File: config.mk
export PLATFORM = sky130hd
export DESIGN_NAME = multicycle_ctrl
export DESIGN_NICKNAME = d
export VERILOG_FILES = /design/src/rtl/cpu_pkg.sv /design/src/rtl/op_decode.sv /design/src/rtl/multicycle_ctrl.sv
export SDC_FILE = /design/constraint.sdc
export NUM_CORES = 1
export LEC_CHECK = 0
export ABC_AREA = 1
export BUFFER_PORTS_ARGS = -buffer_cell sky130_fd_sc_hd__buf_4
export CORE_ASPECT_RATIO = 1.4
export CORE_MARGIN = 2
export CORE_UTILIZATION = 46
export DETAILED_ROUTE_END_ITERATION = 12
export GPL_ROUTABILITY_DRIVEN = 0
export PLACE_DENSITY = 0.76
export SETUP_SLACK_MARGIN = 0.05
export SYNTH_ARGS = -nofsm -noshare
export SYNTH_HDL_FRONTEND = slang
export SYNTH_HIERARCHICAL = 1
export SYNTH_SLANG_ARGS = --single-unit
export TNS_END_PERCENT = 50
File: constraint.sdc
create_clock -name CLK -period 2.35 [get_ports CLK]
set_clock_uncertainty 0.2 [all_clocks]
set_input_delay 0.1175 -clock CLK [delete_from_list [all_inputs] [get_ports CLK]]
set_output_delay 0.1175 -clock CLK [all_outputs]
set_load 0.01 [all_outputs]
File: src/rtl/cpu_pkg.sv
// Shared definitions for the multicycle controller: FSM state codes,
// RV32 base opcodes and the opcode classification bundle.
package cpu_pkg;

  typedef enum logic [2:0] {
    S_FETCH   = 3'd0,
    S_DECODE  = 3'd1,
    S_EXECUTE = 3'd2,
    S_MEM     = 3'd3,
    S_WB      = 3'd4,
    S_HALT    = 3'd5
  } state_t;

  localparam logic [6:0] OP_R     = 7'b0110011;
  localparam logic [6:0] OP_I     = 7'b0010011;
  localparam logic [6:0] OP_LOAD  = 7'b0000011;
  localparam logic [6:0] OP_STORE = 7'b0100011;
  localparam logic [6:0] OP_BEQ   = 7'b1100011;

  typedef struct packed {
    logic legal;
    logic is_r;
    logic is_i;
    logic is_load;
    logic is_store;
    logic is_beq;
  } op_class_t;

endpackage

File: src/rtl/op_decode.sv
// Combinational opcode classifier; anything outside the five supported
// opcodes comes back with legal=0 and no class bit set.
module op_decode
  import cpu_pkg::*;
(
  input  logic [6:0] opcode,
  output op_class_t  cls
);

  always_comb begin
    cls = '0;
    case (opcode)
      OP_R:     cls.is_r     = 1'b1;
      OP_I:     cls.is_i     = 1'b1;
      OP_LOAD:  cls.is_load  = 1'b1;
      OP_STORE: cls.is_store = 1'b1;
      OP_BEQ:   cls.is_beq   = 1'b1;
      default:  cls          = '0;
    endcase
    cls.legal = cls.is_r | cls.is_i | cls.is_load | cls.is_store | cls.is_beq;
  end

endmodule

File: src/rtl/multicycle_ctrl.sv
// Multicycle CPU control FSM: FETCH/DECODE/EXECUTE/MEM/WB/HALT with
// combinational datapath controls and a retired-instruction counter.
module multicycle_ctrl
  import cpu_pkg::*;
(
  input  logic       CLK,
  input  logic       reset,
  output logic       imem_req,
  input  logic       imem_ready,
  input  logic [6:0] opcode,
  input  logic       zero,
  input  logic       dmem_ready,
  output logic       ir_write,
  output logic       pc_write,
  output logic       PCSrc,
  output logic       reg_write,
  output logic       mem_read,
  output logic       mem_write,
  output logic       alu_src,
  output logic       halted,
  output logic [2:0] state,
  output logic [7:0] instr_count
);

  state_t     state_q;
  state_t     state_n;
  logic [6:0] op_q;
  logic [7:0] count_q;
  op_class_t  cls;
  logic [6:0] dec_in;

  logic imem_req_c, ir_write_c, pc_write_c, pcsrc_c;
  logic reg_write_c, mem_read_c, mem_write_c, alu_src_c, halted_c;

  // The live opcode is only looked at in DECODE; later states use op_q.
  assign dec_in = (state_q == S_DECODE) ? opcode : op_q;

  op_decode u_op_decode (
    .opcode (dec_in),
    .cls    (cls)
  );

  always_comb begin
    state_n     = state_q;
    imem_req_c  = 1'b0;
    ir_write_c  = 1'b0;
    pc_write_c  = 1'b0;
    pcsrc_c     = 1'b0;
    reg_write_c = 1'b0;
    mem_read_c  = 1'b0;
    mem_write_c = 1'b0;
    alu_src_c   = 1'b0;
    halted_c    = 1'b0;
    case (state_q)
      S_FETCH: begin
        imem_req_c = 1'b1;
        if (imem_ready) begin
          ir_write_c = 1'b1;
          state_n    = S_DECODE;
        end
      end
      S_DECODE: state_n = cls.legal ? S_EXECUTE : S_HALT;
      S_EXECUTE: begin
        alu_src_c = cls.is_i | cls.is_load | cls.is_store;
        if (cls.is_beq) begin
          pc_write_c = 1'b1;
          pcsrc_c    = zero;
          state_n    = S_FETCH;
        end else if (cls.is_r | cls.is_i) begin
          state_n = S_WB;
        end else if (cls.is_load | cls.is_store) begin
          state_n = S_MEM;
        end else begin
          state_n = S_HALT;
        end
      end
      S_MEM: begin
        mem_read_c  = cls.is_load;
        mem_write_c = cls.is_store;
        if (!(cls.is_load | cls.is_store)) begin
          state_n = S_HALT;
        end else if (dmem_ready) begin
          if (cls.is_store) begin
            pc_write_c = 1'b1;
            state_n    = S_FETCH;
          end else begin
            state_n = S_WB;
          end
        end
      end
      S_WB: begin
        reg_write_c = 1'b1;
        pc_write_c  = 1'b1;
        state_n     = S_FETCH;
      end
      default: begin
        // HALT and the unused codes 6-7 all park here until reset.
        halted_c = 1'b1;
        state_n  = S_HALT;
      end
    endcase
  end

  always_ff @(posedge CLK) begin
    if (reset) begin
      state_q <= S_FETCH;
      op_q    <= '0;
      count_q <= '0;
    end else begin
      state_q <= state_n;
      if (state_q == S_DECODE) op_q <= opcode;
      if (pc_write_c) count_q <= count_q + 8'd1;
    end
  end

  // Reset masks every control immediately, aborting any memory access in flight.
  assign imem_req    = ~reset & imem_req_c;
  assign ir_write    = ~reset & ir_write_c;
  assign pc_write    = ~reset & pc_write_c;
  assign PCSrc       = ~reset & pcsrc_c;
  assign reg_write   = ~reset & reg_write_c;
  assign mem_read    = ~reset & mem_read_c;
  assign mem_write   = ~reset & mem_write_c;
  assign alu_src     = ~reset & alu_src_c;
  assign halted      = ~reset & halted_c;
  assign state       = state_q;
  assign instr_count = reset ? 8'd0 : count_q;

endmodule

; ---- Yosys cells after proc, flatten, opt, wreduce, memory -nomap -nowiden
; Cells that the tools add are included.
[classes]
bitwise = 17
n_eq_ne = 11
mux = 31
n_addsub = 1
reduce_logical = 3
[op_table]
columns = op, count
row1 = 2-to-1 mux 3 bit, 8
row2 = 2-to-1 mux 1 bit, 19
row3 = one-hot mux 3 bit (5 select lines), 1
row4 = "equality test 7 x 6 -> 1 bit, second input constant", 2
row5 = bitwise AND 1 bit, 9
row6 = "adder 8 x 1 -> 8 bit, second input constant", 1
row7 = 2-to-1 mux 8 bit, 1
row8 = "equality test 7 x 2 -> 1 bit, second input constant", 1
row9 = "equality test 7 x 5 -> 1 bit, second input constant", 1
row10 = "equality test 7 bit, second input constant", 1
row11 = 2-to-1 mux 7 bit, 1
row12 = bitwise OR 1 bit, 7
row13 = "equality test 3 x 2 -> 1 bit, second input constant", 2
row14 = OR reduction 5 bit, 1
row15 = "equality test 3 x 1 -> 1 bit, second input constant", 1
row16 = "equality test 3 bit, second input constant", 1
row17 = zero test 3 bit, 1
row18 = "inequality test 3 bit, second input constant", 1
row19 = one-hot mux 1 bit (3 select lines), 1
row20 = "inequality test 2 bit, second input constant", 1
row21 = AND reduction 2 bit, 1
row22 = inverter 1 bit, 1
[word_totals]
word_cells = 66
input_bits = 12
regBits = 18
out_inout_bits = 20

; ---- Logic depth before layout (Yosys ltp)
; Gate-level depths: netlist of run 1.
[depth]
ltp_word = 10
mapped_depth = 18
depth_no_buf = 17

; ---- Cells and area by module
; The synthesis of run 1 kept the hierarchy.
[modules_own_cells]
columns = module, seq_area_each_um2, instances, area_each_um2, cells_per_inst
row1 = multicycle_ctrl, 360.3, 1, 1260.0, 201
row2 = op_decode, 0.0, 1, 83.8, 19

; ---- Worst setup path after synthesis of run 1
; No wires, ideal clock.
[synth_timing]
path_type = reg-to-reg
from = reg state_q[2] (netlist: state[2])
to = reg count_q[2]
arrival_time_ps = 2129
setup_ps = 109
path_stages_with_launch = 14
n_path_buf = 2
required_time_ps = 2041
period_less_slack_ps = 2438
setup_slack_ps = -88
path_cell_list = dfxtp_1 -> inv_2 -> nand3_2 -> inv_2 -> buf_6 -> a21oi_1 -> nand3_1 -> nor2_1 -> nand4_2 -> nand3_2 -> buf_6 -> nand3_1 -> nand2_1 -> inv_1
[synth_rtl]
columns = item, line
row1 = "start, declared", multicycle_ctrl.sv:25  ; state_t state_q;
row2 = "start signal, assigned", multicycle_ctrl.sv:110  ; state_q <= state_n;
row3 = "end signal, assigned", multicycle_ctrl.sv:112  ; if (pc_write_c) count_q <= count_q + 8'd1;
row4 = "end, declared", multicycle_ctrl.sv:28  ; logic [7:0] count_q;

==> flow_summary.json, run 1 <==
{
  "status": "completed",
  "power_density_mw_per_mm2": 613,
  "drt_pass1_iterations": 4,
  "first_iter_violations": 50,
  "max_slew_margin_pct": 71.8,
  "clkLatencyLatePin_ns": 0.26,
  "worstPathMaxFanout": 11,
  "synth_cells": 220,
  "setup_ws_ns": 0.0583,
  "avgSynthCellArea_sq_um": 6.11,
  "antenna_found_initial": 0,
  "grt_pass1_wl_microns": 5630,
  "slew_viol_final": 0,
  "clk_pin_slew_ns": 0.07,
  "yosys.area_share.simple_pct": 41.1,
  "htreeDepth": 1,
  "grt_pass1_vias": 1355,
  "cap_violations": 0,
  "cts_tree": "done",
  "hp-class": "primary input to flip-flop",
  "min_path_cells": 2,
  "crit_path_end_kind": "output pin",
  "wire_per_inst_microns": 12.2,
  "grt_usage_pct": 21.5,
  "r2r_start": "state[1]",
  "post-route-drc-count": 0,
  "nets": 289,
  "syn2layout_area_growth_pct": 48.3,
  "synthesis.nets": 233,
  "required_ns": 2.03,
  "synth_xor_xnor_area_share_pct": 1.30,
  "die_area_sq_mm": 0.00338,
  "clock-sinks": 18,
  "finalHoldViolCount": 0,
  "start_kind": "flip-flop",
  "synth_fa_ha_area_share_pct": 0.931,
  "die_x_microns": 49.7,
  "rr_worst_depth": 15,
  "reg2reg_slack_ns": 0.11,
  "vias": 1511,
  "netlist_area_sq_mm": 0.00134,
  "drt_wl_total_microns": 3780,
  "diodes": 0,
  "nFillCells": 244,
  "grt_setup_unrepaired": "true",
  "fp.dieH_microns": 68.0,
  "ir_worst_vdd_uv": 380,
  "dp_slack_ns": -0.118,
  "setup_violations": 0,
  "numCtsBuffers": 3,
  "synth_seq_cells": 18,
  "synth_cell_types": 27,
  "gr-total-overflow": 0,
  "synth.area.mux_share_pct": 0,
  "rr_endpoint": "count_q[3]",
  "leakagePower_nw": 0.969,
  "place_hpwl_microns": 2380,
  "worstSetupPathType": "flip-flop to output pin",
  "synth_compound_area_share_pct": 12.9,
  "grt_max_degree": 29,
  "ant_nets": 0,
  "min_period_ns": 2.29,
  "synth_top_family_by_area": "simple AND/OR/NAND/NOR gates",
  "cts_root_buffer": "clkbuf_8",
  "setup_tns_ns": 0,
  "cts.path.max_buffers": 2,
  "seq_area_frac_synth_pct": 26.8,
  "arrival_ns": 1.97,
  "num_rows": 23,
  "ys_warn_count": 6,
  "start_util_pct": 47.6,
  "drive_gt1_share_pct": 40.9,
  "tightest_slew_ns": 0.420,
  "worstHoldStart": "reset",
  "io_pins": 32,
  "fmax_ghz": 0.436,
  "worst_hold_path.endpoint": "count_q[5]",
  "vias_per_cell": 4.86,
  "finalCritPeriodShare_pct": 97.5,
  "portBuffers": 31,
  "core-area_sq_mm": 0.00282
}
-- per-stage QoR --
step	power [mW]	hold WS, ns	std cells	instance area, sq um	utilization, %
floorplan	0.699	0.0735	220	1350	-
global placement	0.823	0.203	291	1650	58.6
detailed placement	0.832	0.201	291	1650	58.6
CTS	1.13	0.0413	307	1870	66.2
global route	1.30	0.0680	311	1990	70.7
finish	1.22	0.0435	311	1990	70.7
-- critical path, cell delays in order, from the launching register on --
cell and delay (ns):
dfxtp_2 0.34, inv_4 0.07, nand3_4 0.12, inv_6 0.14
a21oi_1 0.09, nor2_2 0.16, nand2_4 0.09, nor2_4 0.16
nand2_2 0.09, inv_2 0.07, nand2_4 0.07, nand3_4 0.08
nand2_2 0.06, inv_2 0.06, buf_6 0.09
-- layer usage --
metal	global-route usage (%)	up-vias	part of all wire, %
met4	10.8	0	1.9
met2	42.3	34	55
met3	2.62	7	2.9
met5	0	-	0
li1	-	789	-
met1	22.3	681	40
-- how the worst max path moves through the flow --
stage                   from         end  slack [ns]
global route        state[1]    pc_write       -0.08
CTS                 state[1]    pc_write        0.05
detailed placement  state[2]  count_q[6]       -0.12
global placement    state[2]  count_q[4]       -0.08
finish              state[1]    pc_write        0.06
floorplan           state[1]  count_q[2]        0.06
-- cell families after synthesis --
family                   count (synthesis)
AND/OR/NAND/NOR                        119
buffers and inverters                   56
AO/OA/AOI/OAI                           24
flip-flops                              18
XOR/XNOR                                 2
adder cells (fa/ha/maj)                  1
-- where the power goes --
group	switching [mW]	internal, mW
Clock	0.108	0.114
Combinational	0.378	0.248
Sequential	0.0247	0.348
Total	0.511	0.710
-- area by class of cell --
cell class | count | area [sq um] | area share [%]
inverters | 51 | 201 | 10.1
multi-input cells | 147 | 902 | 45.3
well taps | 37 | 46.3 | 2.32
clock buffers | 3 | 41.3 | 2.07
repair buffers | 55 | 438 | 22.0
flip-flops and latches | 18 | 364 | 18.3
-- timing repair --
| item | CTS | global route |
|---|---|---|
| hold buffers | 7 | 0 |
| buffers inserted | 5 | 4 |
| endpoints found under the hold margin | 7 | 0 |
| setup endpoints to repair | 13 | 14 |
| gates resized for setup | 14 | 33 |
| pin swaps | 3 | 13 |
| cloned | 1 | 0 |
-- registers in the layout, summed over array words and instances, names as in the netlist --
name     flops
op_q         7
count_q      8
state        3
-- placed cells by master, fill, tap and decap left out, types with 2 or more instances in the layout --
master          n
inv_2           7
a211oi_2        3
xor2_1          2
nor3_2          2
dfxtp_2         3
nor3_1          2
nor2_4          5
nand2_2        14
inv_4           2
a21oi_2         8
nor2_2          3
nor2_1         31
dlygate4sd3_1   7
nand3_2         4
buf_6           2
dfxtp_1        15
nand2_1        35
inv_1          41
a211oi_1        4
nand2_4         2
nand3_4         2
o21ai_0         2
nand4_1         6
nand3_1        11
a21oi_1         5
clkbuf_8        3
buf_4          46
-- synth_stat cells, drive strengths merged --
cell type / number / area, sq um
nor2: 39 / 156
inv: 51 / 191
nand2: 51 / 221
ha: 1 / 12.5
or2: 1 / 6.26
nor3: 4 / 20.0
dfxtp: 18 / 360
o21ai: 2 / 10.0
xor2: 2 / 17.5
buf: 5 / 36.3
o31ai: 1 / 7.51
a21oi: 14 / 88.8
nor3b: 1 / 7.51
nand4: 7 / 50.1
nand3: 16 / 90.1
a211oi: 7 / 67.6
(Power assumes the default switching activity.)
==> inputs of run 2 (changes only) <==
Settings changed: PLACE_DENSITY 0.76 to 0.73.
Clock period 2.35 ns to 2.9 ns, I/O delays scaled along.
==> run 2 against run 1 <==
Combinational power down 43%. Via count down 7.5%. Critical path depth down 2. Die area unchanged. First-iteration DRC count down 48%. Worst hold slack worse by 0.043 ns. Sequential share of layout area up 2.2 points. Register-to-register slack better by 0.42 ns. Design area down 12%. Worst setup slack better by 0.19 ns. Highest routed layer unchanged. Core utilization down 8.2 points.
==> flow_summary.json, run 2 (synthesized netlist as in run 1, its figures left out) <==
{
  "die_area_sq_mm": 0.00338,
  "slew_viol_final": 0,
  "fmax_ghz": 0.377,
  "vias": 1397,
  "core-area_sq_mm": 0.00282,
  "min_period_ns": 2.65,
  "grt_usage_pct": 18.9,
  "rr_worst_depth": 12,
  "drt_wl_total_microns": 3020,
  "p_sw_share_pct": 38.4,
  "tightest_slew_ns": 0.390,
  "setup_ws_ns": 0.247,
  "place_hpwl_microns": 2260,
  "hp-class": "primary input to flip-flop",
  "worst_hold_path.endpoint": "op_q[5]",
  "cap_violations": 0,
  "cts_root_buffer": "clkbuf_8",
  "met1_length_microns": 1360,
  "dp_slack_ns": 0.245,
  "worstSetupPathType": "flip-flop to output pin",
  "start_kind": "flip-flop",
  "mostFrequentLayoutCells": "inv_1 (49), nand2_1 (41), nor2_1 (37)",
  "portBuffers": 31,
  "rr_endpoint": "count_q[4]",
  "clkLatencyLatePin_ns": 0.26,
  "htreeDepth": 1,
  "start_util_pct": 47.6,
  "cts.path.max_buffers": 2,
  "diodes": 0,
  "setup_violations": 0,
  "syn2layout_area_growth_pct": 31.2,
  "r2r_start": "state[2]",
  "crit_path_end_kind": "output pin",
  "clock-sinks": 18,
  "setup_tns_ns": 0,
  "status": "completed",
  "grt_pass1_wl_microns": 5040,
  "total_power_uw": 870,
  "min_path_cells": 3,
  "route.met3.wl_microns": 103,
  "wl_met2_microns": 1500,
  "drt_pass1_iterations": 4,
  "max_slew_margin_pct": 73.8,
  "post-route-util_pct": 62.5,
  "gr-total-overflow": 0,
  "largest_register_ffs": 8,
  "worstPathMaxFanout": 15,
  "finalCritPeriodShare_pct": 91.5,
  "post-route-drc-count": 0,
  "cts_tree": "done",
  "num_rows": 23,
  "drive_gt1_share_pct": 25.9,
  "grt_pass1_vias": 1232,
  "fp.dieH_microns": 68.0,
  "antenna_found_initial": 0,
  "vias_per_cell": 4.72,
  "p_switching_uw": 334,
  "arrival_ns": 2.31,
  "die_x_microns": 49.7,
  "io_pins": 32,
  "post_cts_buffers": 0,
  "leakagePower_nw": 0.894,
  "worstHoldStart": "opcode[5]",
  "reg2reg_slack_ns": 0.53,
  "combPwrFrac_pct": 41.2,
  "largest_register": "count_q",
  "p_int_uw": 536,
  "numCtsBuffers": 3,
  "wire_per_inst_microns": 10.2,
  "grt_setup_unrepaired": "false",
  "required_ns": 2.56,
  "finalHoldViolCount": 0,
  "ant_nets": 0,
  "top_layer": "met4",
  "power_frac_seq_pct": 34.7,
  "ir_worst_vdd_uv": 264,
  "grt_max_degree": 29,
  "clkPwrFrac_pct": 24.1,
  "power_density_mw_per_mm2": 494,
  "layout_commonest_cell": "inv_1",
  "nets": 273,
  "first_iter_violations": 26,
  "clk_pin_slew_ns": 0.07
}
run 2: cell types whose count changed in the layout (fill, tap and decap cells not counted), sizes merged:
cell / previous run / this run
buf: 48 / 34
nand3: 17 / 16
dlygate4sd3: 7 / 6
clkbuf: 3 / 4
run 2: how the worst max path moves through the flow:
stage,start,endpoint,slack [ns],cells after the start
after floorplan,state[2],count_q[2],0.46,13
after global placement,state[2],pc_write,0.31,13
after detailed placement,state[2],pc_write,0.24,11
after CTS,state[2],PCSrc,0.05,10
after global routing,state[2],pc_write,0.04,12
final,state[2],pc_write,0.25,12
run 2: layer usage:
layer  vias up  GRT usage, %
met4         0          7.29
met1       601          21.9
met2        33          35.0
li1        757             -
met5         -             0
met3         6          2.62
run 2: through the flow:
step / cell area [sq um] / hold slack, ns / std cells
5_1_grt: 1760 / 0.0137 / 296
3_3_place_gp: 1610 / 0.227 / 286
4_1_cts: 1740 / 0.000160 / 296
2_1_floorplan: 1340 / 0.101 / 220
6_report: 1760 / 0.000400 / 296
3_5_place_dp: 1610 / 0.229 / 286
run 2: power groups by stage:
| stage | logic, mW | clock network [mW] | registers, mW |
|---|---|---|---|
| final | 0.359 | 0.210 | 0.302 |
| after global routing | 0.409 | 0.219 | 0.307 |
| after CTS | 0.353 | 0.212 | 0.300 |
| after detailed placement | 0.335 | 0 | 0.306 |
| after global placement | 0.333 | 0 | 0.305 |
| after floorplan | 0.254 | 0 | 0.308 |
run 2: final cells by class:
class / instances / area [sq um]
multi-input cells: 146 / 788
repair buffers: 40 / 315
clock buffers: 4 / 55.1
flip-flops and latches: 18 / 362
fillers: 275 / 1060
inverters: 51 / 196
well taps: 37 / 46.3
run 2: repair_timing:
action | 4_1_cts | 5_1_grt
endpoints found under the hold margin | 6 | 0
setup endpoints to repair | 2 | 2
hold buffers | 6 | 0
resized for setup | 3 | 5
run 2: worst max-delay path, cell delays in order (launching register included):
cell and delay (ns):
dfxtp_2 0.36, inv_2 0.14, nand3_4 0.16, inv_6 0.16, a21oi_1 0.11, inv_1 0.12
nand3_1 0.08, nor2_1 0.30, nand4_4 0.20, nand3_4 0.16, nand2_1 0.08, inv_1 0.06
buf_4 0.11
==> inputs of run 3 (changes only) <==
Settings changed: SYNTH_HIERARCHICAL 1 to not set.
==> run 3 against run 2 <==
Area after synthesis is 1.2% lower. Design area fell by 7.5%. Sequential share of layout area up 1.6 points. Sequential cell count did not move.
==> flow_summary.json, run 3 <==
{
  "ir_worst_vdd_uv": 281,
  "synth_cell_types": 27,
  "largest_register_ffs": 8,
  "power_density_mw_per_mm2": 472,
  "clk_pin_slew_ns": 0.07,
  "cts_tree": "done",
  "synth.most_common_cell": "nand2_1",
  "placed_area_sq_mm": 0.00158,
  "numCtsBuffers": 3,
  "avgSynthCellArea_sq_um": 6.35,
  "max_slew_margin_pct": 68.6,
  "io_pins": 32,
  "worstPathMaxFanout": 16,
  "synthesis.nets": 222,
  "post_cts_buffers": 0,
  "p_sw_share_pct": 36.6,
  "vias": 1295,
  "cp_common_cell": "nand3_4",
  "fmax_ghz": 0.386,
  "die_area_sq_mm": 0.00334,
  "grt_pass1_vias": 1134,
  "finalHoldViolCount": 0,
  "setup_violations": 0,
  "yosysTopAreaCellShare_pct": 27.1,
  "clkLatencyLatePin_ns": 0.26,
  "cap_violations": 0,
  "required_ns": 2.56,
  "reg2reg_slack_ns": 0.66,
  "post-route-drc-count": 0,
  "worstSetupPathType": "flip-flop to output pin",
  "ys_warn_count": 0,
  "wire_per_inst_microns": 10.5,
  "start_util_pct": 47.1,
  "crit_path_cell_trace": "inv_2 > nand3_4 > o21ai_1 > nor2_2 > nand3_4 > nand3_2 > nand2_1 > inv_1 > buf_4",
  "p_switching_uw": 282,
  "mostFrequentLayoutCells": "nand2_1 (48), nor2_1 (39), buf_4 (32)",
  "die_x_microns": 49.4,
  "drive_gt1_share_pct": 26.8,
  "grt_max_degree": 29,
  "cts_root_buffer": "clkbuf_8",
  "synth_common_cells": "nand2_1 (48), nor2_1 (39), inv_1 (28)",
  "place_hpwl_microns": 2180,
  "nets": 253,
  "min_period_ns": 2.59,
  "synth_edf_count": 0,
  "slowest_stage": "o21ai_1",
  "grt_setup_unrepaired": "false",
  "grt_pass1_wl_microns": 4750,
  "ctsHoldBuffers": 0,
  "status": "completed",
  "drt_wl_total_microns": 2890,
  "ys.flop_type": "dfxtp_1",
  "antenna_found_initial": 0,
  "setup_tns_ns": 0,
  "clkPwrFrac_pct": 27.0,
  "nFillCells": 303,
  "synth_top_area_cell": "dfxtp_1",
  "hp-class": "primary input to flip-flop",
  "first_iter_violations": 31,
  "vias_per_cell": 4.69,
  "crit_buf_inv": 3,
  "leakagePower_nw": 0.805,
  "seq_area_frac_synth_pct": 27.1,
  "arrival_ns": 2.25,
  "crit_family": "simple AND/OR/NAND/NOR gates",
  "fp.dieH_microns": 67.6,
  "ctsResizeCount": 0,
  "netlist_area_sq_mm": 0.00133,
  "layout_commonest_cell": "nand2_1",
  "max_stage_delay_ns": 0.41,
  "drt_pass1_iterations": 4,
  "slew_viol_final": 0,
  "clock-sinks": 18,
  "ant_nets": 0,
  "dpl.cell_count": 272,
  "crit_path_end_kind": "output pin",
  "syn2layout_area_growth_pct": 22.8,
  "synth_seq_cells": 18,
  "synth_cells": 209,
  "start_kind": "flip-flop",
  "grt_usage_pct": 18.6,
  "async_flop_share_pct": 0,
  "finalNonFillerCells": 276,
  "core-area_sq_mm": 0.00282,
  "diodes": 0,
  "p_int_uw": 488,
  "cts.path.max_buffers": 2,
  "htreeDepth": 1,
  "synthTopCellsByArea": "dfxtp_1 (27%), nand2_1 (14%), nor2_1 (11%)",
  "gr-total-overflow": 0,
  "tightest_slew_ns": 0.460,
  "finalCritPeriodShare_pct": 89.3,
  "combPwrFrac_pct": 34.9,
  "num_rows": 23,
  "power_frac_seq_pct": 38.1,
  "fin_area_sq_mm": 0.00163,
  "largest_register": "count_q",
  "portBuffers": 31
}
-- run 3: changes by cell type in the layout (fill, tap and decap cells not counted), moves of 3 or more --
cell	before	now
inv_1	49	28
nand2_1	41	48
dlygate4sd3_1	6	0
a21oi_1	8	3
a211oi_1	4	0
a211oi_2	3	0
inv_2	1	4
nand3_1	14	11
nand3b_1	0	3
nand4_1	6	9
xor2_1	2	5
-- run 3: routing by layer --
metal	track usage [%]	up-vias	wire (microns)
met5	0	-	0
met4	11.8	0	76
met3	1.99	7	78
met2	33.1	23	1410
met1	21.2	554	1330
li1	-	711	-
-- run 3: per-stage QoR --
stage / hold WS (ns) / total power, mW / worst slack (ns) / util [%]
floorplan: 0.179 / 0.510 / 0.681 / -
global placement: 0.295 / 0.568 / 0.657 / 55.9
detailed placement: 0.299 / 0.569 / 0.603 / 55.9
CTS: 0.0517 / 0.776 / 0.313 / 57.8
global route: 0.0614 / 0.829 / 0.0523 / 57.8
finish: 0.0488 / 0.770 / 0.310 / 57.8
-- run 3: kinds of logic (layout without fill, tap and decap cells) --
family	Yosys count	after routing	share of synthesized area (%)
AOI/OAI and AO/OA	12	12	6.41
and+or+nand+nor	135	135	50.2
DFF	18	18	27.1
xor gates and xnor gates	5	5	3.30
adders and majority gates	1	1	0.942
buffers and inverters	38	68	12.0
-- run 3: cell type report --
type / count / area [sq um] / share of cell area [%]
Clock buffer: 4 / 55.1 / 3.38
Inverter: 32 / 120 / 7.37
Multi-Input combinational cell: 153 / 808 / 49.6
Sequential cell: 18 / 360 / 22.1
Tap cell: 37 / 46.3 / 2.84
Timing Repair Buffer: 32 / 240 / 14.7
-- run 3: power groups by stage --
stage | sequential (mW) | combinational (mW) | clock (mW)
floorplan | 0.298 | 0.212 | 0
global placement | 0.299 | 0.270 | 0
detailed placement | 0.299 | 0.270 | 0
CTS | 0.293 | 0.271 | 0.211
global route | 0.297 | 0.308 | 0.224
finish | 0.293 | 0.269 | 0.208
-- run 3: worst reg2reg max path, stage by stage, from the launching register on --
cell	delay, ns
dfxtp_1	0.34
inv_2	0.19
nand3_4	0.22
o21ai_1	0.41
nor2_2	0.11
nand3_4	0.12
nand3_2	0.25
nand2_1	0.16
nand2_1	0.06
nand2_1	0.05
inv_1	0.03
-- run 3: path summary, 6_finish.rpt --
check,cells past startpoint,startpoint,end
max,9,state[1],pc_write
min,4,opcode[3],op_q[3]
max reg2reg,10,state[1],count_q[1]
min reg2reg,2,count_q[4],count_q[4]
